==> src/rtl/rx_pkg.sv <==
// Shared types and constants for the RS232 command-frame parser.
// Optional checksum byte is enabled by defining RX_CMD_CHECKSUM_EN.
package rx_pkg;

    typedef enum logic [2:0] {
        ST_IDLE = 3'd0,
        ST_CMD  = 3'd1,
        ST_DH   = 3'd2,
        ST_DL   = 3'd3,
`ifdef RX_CMD_CHECKSUM_EN
        ST_CHK  = 3'd4,
`endif
        ST_HOLD = 3'd5
    } rx_state_t;

    localparam logic [1:0] ERR_CHK = 2'b01;
    localparam logic [1:0] ERR_TMO = 2'b10;
    localparam logic [1:0] ERR_OVR = 2'b11;

    localparam logic [7:0] HEADER_DEFAULT = 8'hAA;

`ifdef RX_CMD_CHECKSUM_EN
    function automatic logic [7:0] frame_xor(input logic [7:0] c,
                                             input logic [7:0] h,
                                             input logic [7:0] l);
        return c ^ h ^ l;
    endfunction
`endif

endpackage

==> src/rtl/rx_timeout.sv <==
// Inter-byte timeout: reloads on clear, counts down while enabled and
// saturates at zero, where expired is flagged.
module rx_timeout #(
    parameter int unsigned CYCLES = 50000
) (
    input  logic clk_i,
    input  logic rst_i,
    input  logic clr_i,
    input  logic en_i,
    output logic expired_o
);

    localparam int unsigned W = $clog2(CYCLES);
    localparam logic [W-1:0] LOAD = W'(CYCLES - 1);

    logic [W-1:0] cnt_r;

    // Down-counter; holding at zero keeps it from ever wrapping.
    always_ff @(posedge clk_i or posedge rst_i) begin
        if (rst_i) begin
            cnt_r <= {W{1'b0}};
        end else if (clr_i) begin
            cnt_r <= LOAD;
        end else if (en_i && (cnt_r != {W{1'b0}})) begin
            cnt_r <= cnt_r - W'(1);
        end else begin
            cnt_r <= cnt_r;
        end
    end

    assign expired_o = (cnt_r == {W{1'b0}});

endmodule

==> src/rtl/rx_cmd_parser.sv <==
// Frame parser: HEADER, CMD, DATA_H, DATA_L [, CHK when RX_CMD_CHECKSUM_EN]
// with valid/ready hand-off, overrun detection and inter-byte timeout.
module rx_cmd_parser
    import rx_pkg::*;
#(
    parameter int unsigned TIMEOUT_CYCLES = 50000,
    parameter logic [7:0]  HEADER         = HEADER_DEFAULT
) (
    input  logic        clk_i,
    input  logic        rst_i,
    input  logic [7:0]  byte_i,
    input  logic        byte_valid_i,
    output logic [7:0]  cmd_o,
    output logic [15:0] data_o,
    output logic        cmd_valid_o,
    input  logic        cmd_ready_i,
    output logic        err_o,
    output logic [1:0]  err_code_o
);

    rx_state_t   state_r, state_nxt_s;
    logic [7:0]  cmd_sh_r, cmd_sh_nxt_s;
    logic [7:0]  dh_r, dh_nxt_s;
`ifdef RX_CMD_CHECKSUM_EN
    logic [7:0]  dl_r, dl_nxt_s;
`endif
    logic [7:0]  cmd_r, cmd_nxt_s;
    logic [15:0] data_r, data_nxt_s;
    logic        valid_r, valid_nxt_s;
    logic        err_r, err_nxt_s;
    logic [1:0]  err_code_r, err_code_nxt_s;
    logic        in_frame_s, expired_s, tmo_clr_s, tmo_en_s;

    // Decode the states in which the inter-byte timer runs.
    always_comb begin
        in_frame_s = 1'b0;
        case (state_r)
            ST_CMD, ST_DH, ST_DL: in_frame_s = 1'b1;
`ifdef RX_CMD_CHECKSUM_EN
            ST_CHK:               in_frame_s = 1'b1;
`endif
            default:              in_frame_s = 1'b0;
        endcase
    end

    assign tmo_clr_s = byte_valid_i | ~in_frame_s;
    assign tmo_en_s  = in_frame_s & ~byte_valid_i;

    rx_timeout #(.CYCLES(TIMEOUT_CYCLES)) u_timeout (
        .clk_i     (clk_i),
        .rst_i     (rst_i),
        .clr_i     (tmo_clr_s),
        .en_i      (tmo_en_s),
        .expired_o (expired_s)
    );

    // Next-state and next-output logic; bytes collect in shadow registers
    // so the visible outputs change only when a frame completes.
    always_comb begin
        state_nxt_s    = state_r;
        cmd_sh_nxt_s   = cmd_sh_r;
        dh_nxt_s       = dh_r;
`ifdef RX_CMD_CHECKSUM_EN
        dl_nxt_s       = dl_r;
`endif
        cmd_nxt_s      = cmd_r;
        data_nxt_s     = data_r;
        err_nxt_s      = 1'b0;
        err_code_nxt_s = err_code_r;
        case (state_r)
            ST_IDLE: begin
                if (byte_valid_i && (byte_i == HEADER)) begin
                    state_nxt_s = ST_CMD;
                end else begin
                    state_nxt_s = ST_IDLE;
                end
            end
            ST_CMD: begin
                if (byte_valid_i) begin
                    cmd_sh_nxt_s = byte_i;
                    state_nxt_s  = ST_DH;
                end else if (expired_s) begin
                    err_nxt_s      = 1'b1;
                    err_code_nxt_s = ERR_TMO;
                    state_nxt_s    = ST_IDLE;
                end else begin
                    state_nxt_s = ST_CMD;
                end
            end
            ST_DH: begin
                if (byte_valid_i) begin
                    dh_nxt_s    = byte_i;
                    state_nxt_s = ST_DL;
                end else if (expired_s) begin
                    err_nxt_s      = 1'b1;
                    err_code_nxt_s = ERR_TMO;
                    state_nxt_s    = ST_IDLE;
                end else begin
                    state_nxt_s = ST_DH;
                end
            end
            ST_DL: begin
                if (byte_valid_i) begin
`ifdef RX_CMD_CHECKSUM_EN
                    dl_nxt_s    = byte_i;
                    state_nxt_s = ST_CHK;
`else
                    cmd_nxt_s   = cmd_sh_r;
                    data_nxt_s  = {dh_r, byte_i};
                    state_nxt_s = ST_HOLD;
`endif
                end else if (expired_s) begin
                    err_nxt_s      = 1'b1;
                    err_code_nxt_s = ERR_TMO;
                    state_nxt_s    = ST_IDLE;
                end else begin
                    state_nxt_s = ST_DL;
                end
            end
`ifdef RX_CMD_CHECKSUM_EN
            ST_CHK: begin
                if (byte_valid_i) begin
                    if (byte_i == frame_xor(cmd_sh_r, dh_r, dl_r)) begin
                        cmd_nxt_s   = cmd_sh_r;
                        data_nxt_s  = {dh_r, dl_r};
                        state_nxt_s = ST_HOLD;
                    end else begin
                        err_nxt_s      = 1'b1;
                        err_code_nxt_s = ERR_CHK;
                        state_nxt_s    = ST_IDLE;
                    end
                end else if (expired_s) begin
                    err_nxt_s      = 1'b1;
                    err_code_nxt_s = ERR_TMO;
                    state_nxt_s    = ST_IDLE;
                end else begin
                    state_nxt_s = ST_CHK;
                end
            end
`endif
            ST_HOLD: begin
                // On hand-off the same-cycle byte is treated as an IDLE input.
                if (cmd_ready_i) begin
                    if (byte_valid_i && (byte_i == HEADER)) begin
                        state_nxt_s = ST_CMD;
                    end else begin
                        state_nxt_s = ST_IDLE;
                    end
                end else if (byte_valid_i) begin
                    err_nxt_s      = 1'b1;
                    err_code_nxt_s = ERR_OVR;
                    state_nxt_s    = ST_HOLD;
                end else begin
                    state_nxt_s = ST_HOLD;
                end
            end
            default: begin
                state_nxt_s = ST_IDLE;
            end
        endcase
        valid_nxt_s = (state_nxt_s == ST_HOLD);
    end

    // State and output registers.
    always_ff @(posedge clk_i or posedge rst_i) begin
        if (rst_i) begin
            state_r    <= ST_IDLE;
            cmd_sh_r   <= 8'h00;
            dh_r       <= 8'h00;
`ifdef RX_CMD_CHECKSUM_EN
            dl_r       <= 8'h00;
`endif
            cmd_r      <= 8'h00;
            data_r     <= 16'h0000;
            valid_r    <= 1'b0;
            err_r      <= 1'b0;
            err_code_r <= 2'b00;
        end else begin
            state_r    <= state_nxt_s;
            cmd_sh_r   <= cmd_sh_nxt_s;
            dh_r       <= dh_nxt_s;
`ifdef RX_CMD_CHECKSUM_EN
            dl_r       <= dl_nxt_s;
`endif
            cmd_r      <= cmd_nxt_s;
            data_r     <= data_nxt_s;
            valid_r    <= valid_nxt_s;
            err_r      <= err_nxt_s;
            err_code_r <= err_code_nxt_s;
        end
    end

    assign cmd_o       = cmd_r;
    assign data_o      = data_r;
    assign cmd_valid_o = valid_r;
    assign err_o       = err_r;
    assign err_code_o  = err_code_r;

endmodule

==> config.mk <==
export PLATFORM = sky130hd
export DESIGN_NAME = rx_cmd_parser
export DESIGN_NICKNAME = d
export VERILOG_FILES = /design/src/rtl/rx_pkg.sv /design/src/rtl/rx_timeout.sv /design/src/rtl/rx_cmd_parser.sv
export SDC_FILE = /design/constraint.sdc
export NUM_CORES = 1
export LEC_CHECK = 0
export BUFFER_PORTS_ARGS = -buffer_cell sky130_fd_sc_hd__buf_2
export CORE_UTILIZATION = 35
export CTS_CLUSTER_SIZE = 30
export DETAILED_ROUTE_END_ITERATION = 16
export HOLD_SLACK_MARGIN = 0.08
export PLACE_DENSITY_LB_ADDON = 0.08
export SYNTH_ARGS = -nofsm -noshare
export SYNTH_HDL_FRONTEND = slang
export SYNTH_SLANG_ARGS = --single-unit
export TNS_END_PERCENT = 10
==> constraint.sdc <==
create_clock -name clk_i -period 5.6 [get_ports clk_i]
set_input_delay 0.84 -clock clk_i [delete_from_list [all_inputs] [get_ports clk_i]]
set_output_delay 0.84 -clock clk_i [all_outputs]
set_load 0.01 [all_outputs]
# Yosys cells after proc, flatten, opt, wreduce, memory -nomap -nowiden
# Cells that the tools add are included.
[word_totals]
ramBits = 0
latchBits = 0
ff_bits = 63
in_bits = 12
mem_count = 0
word_cells = 58
out_inout_bits = 28
rom_bits = 0
[op_classes]
order_cmp = 0
eq_ne = 10
multipliers = 0
n_reduce_logical = 12
n_addsub = 1
div = 0
muxes = 22
n_bitwise = 4
shift = 0
[op_table]
columns = ["operator", "n"]
rows = [
  ["16-bit 2-to-1 mux", 2],
  ["16-bit zero test", 1],
  ["2-bit 2-to-1 mux", 8],
  ["16-bit nonzero test", 1],
  ["16-bit by 1-bit subtractor with 16-bit output, second input constant", 1],
  ["3-bit one-hot mux with 5 select lines", 1],
  ["8-bit == test, second input constant", 1],
  ["1-bit 2-to-1 mux", 7],
  ["3-bit by 2-bit == test with 1-bit output, second input constant", 2],
  ["3-bit == test, second input constant", 2],
  ["3-bit 2-to-1 mux", 2],
  ["2-bit inequality test, second input constant", 3],
  ["2-bit AND reduction", 3],
  ["5-bit AND reduction", 1],
  ["2-bit one-hot mux with 2 select lines", 1],
  ["2-bit nonzero test", 2],
  ["3-bit by 1-bit == test with 1-bit output, second input constant", 1],
  ["3-bit zero test", 1],
  ["3-bit OR reduction", 1],
  ["1-bit logical AND", 2],
  ["2-bit by 1-bit inequality test with 1-bit output, second input constant", 1],
  ["1-bit NOT", 2],
  ["1-bit one-hot mux with 2 select lines", 1],
  ["1-bit bitwise AND", 1],
  ["1-bit bitwise OR", 1],
]

# Logic depth before layout (Yosys ltp)
[logic_depth]
depth_word = 7
mapped_depth = 8
depth_no_buf = 6

# Modules after synthesis
# A second synthesis with hierarchy kept.
[unflattened]
cells_unflattened = 226
hier_area_um2 = 3025.4
[modules_own_cells]
columns = ["mod", "cells_per_inst", "area_per_inst_um2", "seq_area_each_um2", "n_inst"]
rows = [
  ["rx_cmd_parser", 128, 2040.7, 1176.1, 1],
  ["rx_timeout", 98, 984.7, 400.4, 1],
]

# Worst setup path after synthesis
# No wires, ideal clock.
[synth_timing]
path_type = "input port to flip-flop"
start = "input port byte_valid_i"
end = "register u_timeout.cnt_r[2]"
required_ns = 5.480
stages = 4
t_arrival_ns = 1.801
setup_slack_ns = 3.679
path_buffers = 0
cell_sequence = "or2_2 -> nor2_1 -> o21ai_0 -> a31o_2"
[synth_between]
elab_chain_len = 4
word_cells_on_any_way = 6
classes_between = "mux (1); bitwise (3); reduce/logical (2)"
[synth_rtl]
columns = ["item", "line_no", "source"]
rows = [
  ["from (decl)", "rx_cmd_parser.sv:12", "input logic byte_valid_i,"],
  ["1-bit NOT", "rx_cmd_parser.sv:47", "assign tmo_en_s = in_frame_s & ~byte_valid_i;"],
  ["1-bit bitwise AND", "rx_cmd_parser.sv:47", ""],
  ["1-bit logical AND", "rx_timeout.sv:24", "end else if (en_i && (cnt_r != {W{1'b0}})) begin"],
  ["2-bit nonzero test (no line)", "n/a", ""],
  ["to (signal assigned)", "rx_timeout.sv:21", "cnt_r <= {W{1'b0}};"],
  ["to (signal assigned)", "rx_timeout.sv:25", "cnt_r <= cnt_r - W'(1);"],
  ["to (signal assigned)", "rx_timeout.sv:27", "cnt_r <= cnt_r;"],
  ["to (decl)", "rx_timeout.sv:16", "logic [W-1:0] cnt_r;"],
]
# Several ways; a longest one is shown, not always the timed one.
# A chain may end at the register's enable or synchronous reset.

# Final worst setup path
[layout_timing]
start = "input port byte_valid_i"
end = "register data_r[4] (netlist: data_o[4])"
[layout_between]
elab_chain_len = 1
[layout_rtl]
columns = ["item", "line_no", "source"]
rows = [
  ["2-bit AND reduction (no line)", "n/a", ""],
  ["to (signal assigned)", "rx_cmd_parser.sv:186", "data_r <= data_nxt_s;"],
  ["to (decl)", "rx_cmd_parser.sv:28", "logic [15:0] data_r, data_nxt_s;"],
]
# No other way between the ends.

==> results.txt <==
----------------------------------------------------
[Clocking]
  # resized after CTS ... 0
  CTS HTree Levels ... 3
  Hold-fix buffers at CTS ... 0
  CTS tree ... yes
  CTS Buffer Depth ... 2
  Post-CTS repair timing setup buffer count ... 0
  Clock Root Buffer ... sky130_fd_sc_hd__clkbuf_8
  Clock-pin slew on the worst setup and hold paths ... approximately 70 ps
  Clock tree sinks ... 63
  Worst skew pair latency ... 330 ps
  Number of buffers created by CTS ... 9

[Synthesis]
  Synth unique cells ... 47
  Flip-flop and latch count after synthesis ... 63
  Simple-gate area share of the yosys netlist ... 0.145
  Complex-gate fraction of the synthesized area ... 0.0733
  Dominant synthesized flop cell ... sky130_fd_sc_hd__dfrtp_1
  Cells taking the most area after synthesis ... sky130_fd_sc_hd__dfrtp_1, sky130_fd_sc_hd__mux2_2, sky130_fd_sc_hd__a21oi_1, sky130_fd_sc_hd__or3_1, sky130_fd_sc_hd__o21ai_0
  Share of synthesized registers carrying an async set or reset ... 1.00
  Register area share after synthesis ... 0.570
  Mean instance size in the synthesized netlist ... 12.8 µm²
  Number of enable-type register cells in the synthesized netlist ... 0
  Area share of the largest cell type after synthesis ... 0.570
  Cell Area, Synth ... approximately 2800 µm²
  Net count of the mapped netlist ... 230
  Mapped Cells ... 216
  Dominant combinational cell family by area after synthesis ... multiplexers
  Synth area leader ... sky130_fd_sc_hd__dfrtp_1
  Adder and majority cell fraction of the synthesized area ... 0.00905
  Mux share of post-synthesis cell area ... 0.174
  Synth Warn # ... 0
  XOR/XNOR share of the synthesized area ... 0.00633

[Final layout]
  Reg area ... 1580 µm²
  Synth-to-Final Area Change ... 17.5%
  FILL cells ... 783
  Top library cells by usage in the layout, fill and taps aside ... sky130_fd_sc_hd__dfrtp_1, sky130_fd_sc_hd__mux2_2, sky130_fd_sc_hd__buf_2, sky130_fd_sc_hd__clkbuf_8
  Fraction of layout instances using a drive strength above 1 ... 0.394
  Number of standard cells in the layout, taps in and fillers out ... 366
  Multi-input gate area in the final layout ... approximately 1100 µm²
  Final layout net count ... 274
  Antenna diode count ... 0
  Leading cell type in the layout, fill and taps excluded ... sky130_fd_sc_hd__dfrtp_1

[Place]
  Minimum setup slack after placement ... 3070 ps
  Placed cell count ... 351
  Routability congestion estimate ... between 0.6 and 0.7
  Number of I/O port buffers ... 39
  Post-detail-place hpwl ... 3580 µm

[Critical path]
  Worst path max stage delay ... 770 ps
  Crit Path Class ... input pin to register
  Startpoint type of the worst setup path ... input pin
  Maximum fanout along the worst path ... 24
  Worst R2R Path Depth ... 6
  Sort of element at the end of the critical path ... register
  Crit path cell chain ... buf_2 -> and3b_1 -> nand2_1 -> mux2_2
  Worst EP arrival ... 2360 ps
  Largest delay contributor family on the critical path ... simple AND/OR/NAND/NOR gates
  End of the worst register-to-register path ... u_timeout.cnt_r[6]
  Internal reg-to-reg setup slack ... 3460 ps
  Slowest cell on crit path ... sky130_fd_sc_hd__nand2_1
  Reg-to-reg critical path startpoint ... u_timeout.cnt_r[0]
  WP buf/inv ... 1
  CP required ... between 5000 and 6000 ps

[STA]
  Worst Max-Slew Pin Slew ... between 1000 and 1500 ps
  Final setup slack of the worst path ... 3450 ps
  Period utilisation layout ... 0.384
  Hold slack ... approximately 480 ps
  Headroom to the max-slew limit ... 0.310
  Highest attainable clock frequency ... 0.465 GHz
  Unrepaired setup endpoints after global routing ... no
  Min cycle time layout ... roughly 2200 ps
  Max-slew violation total from the final report ... 0
  Setup violators final ... 0
  Largest clock skew in the final design ... approximately 4.7 ps
  Setup TNS Final ... 0 ps
  Final count of hold timing violations ... 0

[Status]
  Run status ... finished, final reports clean

[Floorplanning]
  Floorplan core area ... 7690 µm²
  Chip height ... 90.9 µm
  Row cnt ... 32
  Die footprint ... 8260 µm²
  Die width ... 90.9 µm
  Starting density of the core ... 0.360
  Top Ports ... 40

[Routing]
  Average routed wire per standard cell ... 14.8 µm
  Met2 routed WL ... 2590 µm
  Residual DRC ... 0
  Overall routed net length ... 5420 µm
  Number of vias per cell after detailed routing ... a little over 5
  Met3 wire length ... 165 µm
  Remaining number of nets flagged by the antenna check after routing ... 0
  Top layer used by detailed routing ... met4
  Number of vias in the routed layout ... 1854
  Detailed Routing Iterations Pass 1 ... 4
  Detailed-route wire length on metal 1 ... 2600 µm
  DRC violation total after the first TritonRoute iteration ... 71

[Worst hold path]
  Min-Delay Endpoint ... err_code_o[1]
  Type of the most critical hold path ... register to register
  Number of cells on the worst hold path ... 1
  Hold path start ... err_code_o[1]

[Power and ir drop]
  Net switching power figure ... 0.444 mW
  LEAKAGE ... about 1.4 nW
  Sequential share of power ... 0.469
  Power Dens Cells ... around 460 nW/µm²
  Part of the total power dissipated in combinational logic ... 0.268
  Switching Share ... 0.296
  Maximum resistive drop on vdd ... 0.200 mV
  Fraction of power consumed by the clock network ... 0.262
  Internal power consumption ... 1.06 mW

[Global route]
  Congestion Overflow GR ... 0
  Number of global-route vias before repair ... roughly 1900
  Wire length of the first global-routing pass ... 9360 µm
  Largest net degree at the start of global routing ... 64
  GR Util All Layers ... 0.144
  Antenna violations before repair ... 0

[Job]
  Total of max-cap violations ... 0

----------------------------------------------------
-- logic make-up (layout without fill, tap and decap cells) --
family | after synthesis | in the layout
simple gates | 61 | 61
mux | 43 | 43
buf+inv | 12 | 60
compound gates | 33 | 33
flops | 63 | 63
fa+ha+maj | 2 | 2
xor+xnor | 2 | 2
-- cells in the mapped netlist, types with 2 or more instances --
master and count:
sky130_fd_sc_hd__nor4bb_1 2, sky130_fd_sc_hd__or3_1 6, sky130_fd_sc_hd__nor4_1 3, sky130_fd_sc_hd__mux2i_1 3, sky130_fd_sc_hd__o211ai_1 2, sky130_fd_sc_hd__ha_1 2, sky130_fd_sc_hd__or4_1 3, sky130_fd_sc_hd__nor2b_1 2
sky130_fd_sc_hd__nand4_1 4, sky130_fd_sc_hd__nand2_1 8, sky130_fd_sc_hd__a21oi_1 8, sky130_fd_sc_hd__o31ai_1 3, sky130_fd_sc_hd__o21a_1 2, sky130_fd_sc_hd__nand3_1 2, sky130_fd_sc_hd__xnor2_1 2, sky130_fd_sc_hd__buf_2 4
sky130_fd_sc_hd__mux2_2 40, sky130_fd_sc_hd__nor3_1 5, sky130_fd_sc_hd__nor4_2 2, sky130_fd_sc_hd__nand3b_1 2, sky130_fd_sc_hd__nor2_1 8, sky130_fd_sc_hd__o21ai_1 4, sky130_fd_sc_hd__o21ai_0 7, sky130_fd_sc_hd__a31oi_1 2
sky130_fd_sc_hd__dfrtp_1 63, sky130_fd_sc_hd__inv_1 5, sky130_fd_sc_hd__nor3b_1 2
-- power by group through the flow --
stage                     logic, mW  clock network [mW]  registers [mW]
final                         0.402               0.394           0.704
after global routing          0.444               0.430           0.728
after CTS                     0.412               0.407           0.707
after detailed placement      0.411                   0           0.715
after global placement        0.407                   0           0.713
after floorplan               0.243                   0           0.730
-- sequential cells by signal (all words and copies together) (netlist names) --
| signal | count |
|---|---|
| state_r | 3 |
| err_code_o | 2 |
| err_o | 1 |
| dh_r | 8 |
| data_o | 16 |
| cmd_valid_o | 1 |
| u_timeout.cnt_r | 16 |
| cmd_o | 8 |
| cmd_sh_r | 8 |
-- metrics by stage --
step	power, mW	util	cell area [µm²]
after floorplan	0.973	-	2770
after global placement	1.12	0.397	3050
after detailed placement	1.13	0.397	3050
after CTS	1.53	0.423	3250
after global routing	1.60	0.423	3250
final	1.50	0.423	3250
-- area by class of cell --
class | count | area share
Inverter | 5 | 0.00578
Timing Repair Buffer | 40 | 0.0624
Clock inverter | 4 | 0.0139
Clock buffer | 11 | 0.0466
Sequential cell | 63 | 0.485
Tap cell | 102 | 0.0393
Multi-Input combinational cell | 141 | 0.347
-- how the worst max path moves through the flow --
stage	from	endpoint	slack [ps]	depth (start not counted)
global placement	byte_valid_i	cmd_o[3]	3060	4
finish	byte_valid_i	data_o[4]	3450	4
global route	u_timeout.cnt_r[0]	err_code_o[1]	3260	6
CTS	byte_valid_i	data_o[4]	3410	4
floorplan	rst_i	cmd_o[0]	3190	1
detailed placement	byte_valid_i	data_o[4]	3070	4
-- routing by layer --
metal | vias up | track usage
li1 | 886 | -
met1 | 935 | 0.195
met2 | 28 | 0.220
met3 | 5 | 0.0412
met4 | 0 | 0.0516
met5 | - | 0
(Power assumes the default switching activity.)
